==> src/rtl/wb_queue.sv <==
// Writeback queue between execute and the register-file write port: in-order buffer,
// one drain per cycle, optional forwarding lookup compiled in with WB_FWD_EN.
module wb_queue #(
  parameter  int DEPTH  = 4,
  parameter  int IDX_W  = 3,
  parameter  int DATA_W = 32,
  localparam int PTR_W  = $clog2(DEPTH),
  localparam int CNT_W  = $clog2(DEPTH + 1)
) (
  input  logic              clk,
  input  logic              rst,
  input  logic              in_valid,
  output logic              in_ready,
  input  logic [IDX_W-1:0]  in_dst_idx,
  input  logic [DATA_W-1:0] in_val,
  input  logic              wb_stall,
  output logic              wb_we,
  output logic [IDX_W-1:0]  wb_dst_idx,
  output logic [DATA_W-1:0] wb_val,
  input  logic [IDX_W-1:0]  q1_idx,
  input  logic [IDX_W-1:0]  q2_idx,
  output logic              q1_hit,
  output logic              q2_hit,
  output logic [DATA_W-1:0] q1_val,
  output logic [DATA_W-1:0] q2_val,
  output logic [CNT_W-1:0]  count
);

  typedef struct packed {
    logic [IDX_W-1:0]  idx;
    logic [DATA_W-1:0] val;
  } entry_t;

  entry_t           mem_q [DEPTH];
  logic [PTR_W-1:0] head_q, head_d;
  logic [PTR_W-1:0] tail_q, tail_d;
  logic [CNT_W-1:0] count_q, count_d;
  logic             push, pop, nonempty;

  assign nonempty   = (count_q != '0) && !rst;
  // Ready depends only on registered occupancy: a full queue never passes through.
  assign in_ready   = (count_q < CNT_W'(DEPTH)) && !rst;
  assign wb_we      = nonempty && !wb_stall;
  assign wb_dst_idx = nonempty ? mem_q[head_q].idx : '0;
  assign wb_val     = nonempty ? mem_q[head_q].val : '0;
  assign count      = count_q;

  assign push = in_valid && in_ready;
  assign pop  = wb_we;

  always_comb begin
    head_d  = head_q;
    tail_d  = tail_q;
    count_d = count_q;
    if (push) tail_d = tail_q + 1'b1;
    if (pop)  head_d = head_q + 1'b1;
    case ({push, pop})
      2'b10:   count_d = count_q + 1'b1;
      2'b01:   count_d = count_q - 1'b1;
      default: count_d = count_q;
    endcase
  end

  always_ff @(posedge clk) begin
    if (rst) begin
      head_q  <= '0;
      tail_q  <= '0;
      count_q <= '0;
    end else begin
      head_q  <= head_d;
      tail_q  <= tail_d;
      count_q <= count_d;
      if (push) mem_q[tail_q] <= '{idx: in_dst_idx, val: in_val};
    end
  end

`ifdef WB_FWD_EN
  // Scan oldest to youngest so a later match overrides an earlier one.
  always_comb begin
    q1_hit = 1'b0;
    q2_hit = 1'b0;
    q1_val = '0;
    q2_val = '0;
    for (int i = 0; i < DEPTH; i++) begin
      if (CNT_W'(i) < count_q && !rst) begin
        if (mem_q[head_q + PTR_W'(i)].idx == q1_idx) begin
          q1_hit = 1'b1;
          q1_val = mem_q[head_q + PTR_W'(i)].val;
        end
        if (mem_q[head_q + PTR_W'(i)].idx == q2_idx) begin
          q2_hit = 1'b1;
          q2_val = mem_q[head_q + PTR_W'(i)].val;
        end
      end
    end
  end
`else
  logic unused_fwd;
  assign unused_fwd = ^{q1_idx, q2_idx};
  assign q1_hit = 1'b0;
  assign q2_hit = 1'b0;
  assign q1_val = '0;
  assign q2_val = '0;
`endif

endmodule

==> config.mk <==
export PLATFORM = sky130hd
export DESIGN_NAME = wb_queue
export DESIGN_NICKNAME = d
export VERILOG_FILES = /design/src/rtl/wb_queue.sv
export SDC_FILE = /design/constraint.sdc
export NUM_CORES = 1
export LEC_CHECK = 0
export ABC_AREA = 0
export ABC_CLOCK_PERIOD_IN_PS = 4610
export CAP_MARGIN = 30
export CELL_PAD_IN_SITES_DETAIL_PLACEMENT = 0
export CELL_PAD_IN_SITES_GLOBAL_PLACEMENT = 1
export CORE_ASPECT_RATIO = 1.4
export CORE_MARGIN = 2
export CORE_UTILIZATION = 30
export CTS_BUF_LIST = sky130_fd_sc_hd__clkbuf_8
export CTS_CLUSTER_SIZE = 28
export DETAILED_ROUTE_END_ITERATION = 12
export GPL_ROUTABILITY_DRIVEN = 1
export GPL_TIMING_DRIVEN = 0
export PLACE_DENSITY_LB_ADDON = 0.2
export SLEW_MARGIN = 25
export SYNTH_ARGS = -nofsm -noshare
export SYNTH_HDL_FRONTEND = slang
export SYNTH_SLANG_ARGS = --single-unit
==> constraint.sdc <==
create_clock -name clk -period 4.61 [get_ports clk]
set_clock_uncertainty 0.1 [all_clocks]
set_input_delay 0.922 -clock clk [delete_from_list [all_inputs] [get_ports clk]]
set_output_delay 0.922 -clock clk [all_outputs]
set_load 0.03 [all_outputs]
==> flow_summary.ini <==
[outcome]
outcome = complete, no violations

[timing]
rsz0062_at_grt = no
worstMarginPinSlew_ns = 0.6146
post-route-min-period_ns = 3.852
max_freq_ghz = 0.2596
drv_slew = 0
fin_ws_ns = 0.7582
relSlewSlack = 0.5903
finalHoldViolCount = 0
setup_tns_ns = 0
setup_violations = 0
post-route-period-util = 0.8355

[finish]
layout-drive-gt1-share = 0.3411
diodes = 0
final_cell_mix = edfxtp_1, clkdlybuf4s50_1, buf_4
final_cell_area_mm2 = 0.008282
area_growth_pct = 26.32
layout_commonest_cell = edfxtp_1
finalNetCount = 554

[worst_setup_path]
required_ns = 3.59
worst-r2r-setup-slack_ns = 1.87
crit_type = primary input to output pin
r2r_start = count[2]$_SDFFE_PP0P_
crit_path_max_fanout = 10
worstReg2RegEnd = count[2]$_SDFFE_PP0P_
critPathArrivalTime_ns = 2.83
critPathLaunchType = primary input
worstSetupEndpointType = output pin
r2r_cells = 11

[global_route]
grt_max_degree = 36
grt_pass1_vias = 3175
grt.total_usage = 0.1063
antenna_found_initial = 0
grt_overflow_total = 0
grt_first_pass_wirelength_um = 17640

[drt]
drt_iter0_drc = 107
vias = 3190
drc = 0
final_antenna_net_count = 0
firstDrtPassIters = 4
drt-total-wl_um = 12010
wire_per_inst_um = 15.40
vias_per_cell = 4.090

[yosys]
synth_cells = 341
avgSynthCellArea_um2 = 19.23
synth_flop_cell = edfxtp_1
ys_warn_count = 0
yosysSeqAreaShare = 0.6687
synth_edf_count = 140
synth_cell_type_count = 28
synth_area_mm2 = 0.006556
synth-async-reset-ratio = 0
ys_seq_elements = 149

[job]
drv_cap = 0

[floorplanning]
start_util = 0.3032
die_w_um = 128.9
die_h_um = 178.9
dieArea_mm2 = 0.02307
core_mm2 = 0.02162
pin_count = 151
num_rows = 64

[clocking]
ctsLongestPathBuffers = 2
cts_sinks = 149
root_buffer = clkbuf_8
cts_resized = 0
cts_tree = done
cts_made_buffers = 17
h-tree-depth = 4
cts_setup_buffers = 0
clkLatencyLatePin_ns = 0.43
clk_pin_slew_worst_paths_ns = 0.08
postCtsHoldBufs = 0

[hold_path]
hold_end = head_q[1]$_SDFFE_PP0P_
min_path_cells = 2
hold_class = flip-flop to flip-flop
hp-start = head_q[1]$_SDFFE_PP0P_

[pwr]
p_per_area_mw_per_mm2 = 362.7
ir_drop_mv = 0.1371
leakage_nw = 2.961

[placement]
dpl_cell_area_mm2 = 0.007921
gp_congestion = 0.6247
portBuffers = 78
pre_cts_ws_ns = 0.7608
dp_hpwl_um = 7450
## per-layer routing
| layer | vias up | part of all wire | wire (µm) | GRT usage |
|---|---|---|---|---|
| li1 | 1486 | - | - | - |
| met1 | 1591 | 0.41 | 4887 | 0.1194 |
| met2 | 105 | 0.54 | 6500 | 0.1942 |
| met3 | 8 | 0.039 | 471 | 0.02358 |
| met4 | 0 | 0.013 | 153 | 0.04212 |
| met5 | - | 0 | 0 | 0 |
## area by class of cell
class                   count  area (µm²)
plain buffers              79       633.1
clock buffers              19       261.5
clock inverters            13       98.84
fillers                  2037       13340
inverters                   6       22.52
multi-input cells         172        1770
flip-flops and latches    149        4384
well taps                 264       330.3
repair buffers             78       780.7
## synth_stat cells (2+ instances only)
master | number | area [µm²]
buf_4 | 67 | 503.0
inv_1 | 6 | 22.52
a21oi_1 | 5 | 25.02
buf_2 | 4 | 20.02
dfxtp_1 | 9 | 180.2
nor2_1 | 6 | 22.52
mux4_2 | 30 | 675.7
and2_1 | 4 | 25.02
mux4_1 | 5 | 131.4
nor2b_4 | 30 | 412.9
xor2_1 | 2 | 17.52
buf_12 | 3 | 60.06
nor2b_1 | 5 | 31.28
or3_1 | 3 | 18.77
edfxtp_1 | 140 | 4204
ha_1 | 5 | 62.56
buf_6 | 4 | 45.04
o21ai_0 | 3 | 15.01
## power by group
group,leakage [nW],switching (W),internal (W),total (W)
combinational,1.44,0.000306,0.000270,0.000576
clock,0.173,0.000488,0.000405,0.000892
sequential,1.34,0.0000131,0.00152,0.00154
total,2.96,0.000807,0.00220,0.00300
## worst max-delay path: stages
cell and delay (ns):
clkdlybuf4s50_1 0.42, or2_1 0.23, buf_4 0.19, buf_6 0.20
nor2_1 0.17, clkdlybuf4s50_1 0.70
## metrics by stage
| step | power, W | util | cells | hold slack [ns] |
|---|---|---|---|---|
| global placement | 0.002147 | 0.3659 | 748 | 0.3759 |
| floorplan | 0.001988 | - | 406 | 0.3591 |
| CTS | 0.003051 | 0.3830 | 780 | 0.4102 |
| global route | 0.003131 | 0.3830 | 780 | 0.4427 |
| finish | 0.003004 | 0.3830 | 780 | 0.4117 |
| detailed placement | 0.002150 | 0.3664 | 748 | 0.3990 |
## cell families after synthesis
logic type / share of synthesized area
AOI/OAI and AO/OA: 0.007251
xor gates and xnor gates: 0.004008
adders and majority gates: 0.01260
buffers and inverters: 0.1000
DFF: 0.6687
muxes: 0.1231
other: 0.0005720
and+or+nand+nor: 0.08378
## worst max path at each step
stage / start / end
3_3_place_gp: rst / mem_q[0][13]$_DFFE_PP_
3_5_place_dp: rst / wb_we
4_1_cts: rst / wb_we
6_report: rst / wb_we
2_1_floorplan: rst / count[2]$_SDFFE_PP0P_
5_1_grt: rst / wb_we
## state kept, by name, indices dropped and copies added, names as in the netlist, named ones only
signal,count
count,3
mem_q,140
tail_q,2
head_q,2
Note: power is estimated with default switching activity, not from simulation.
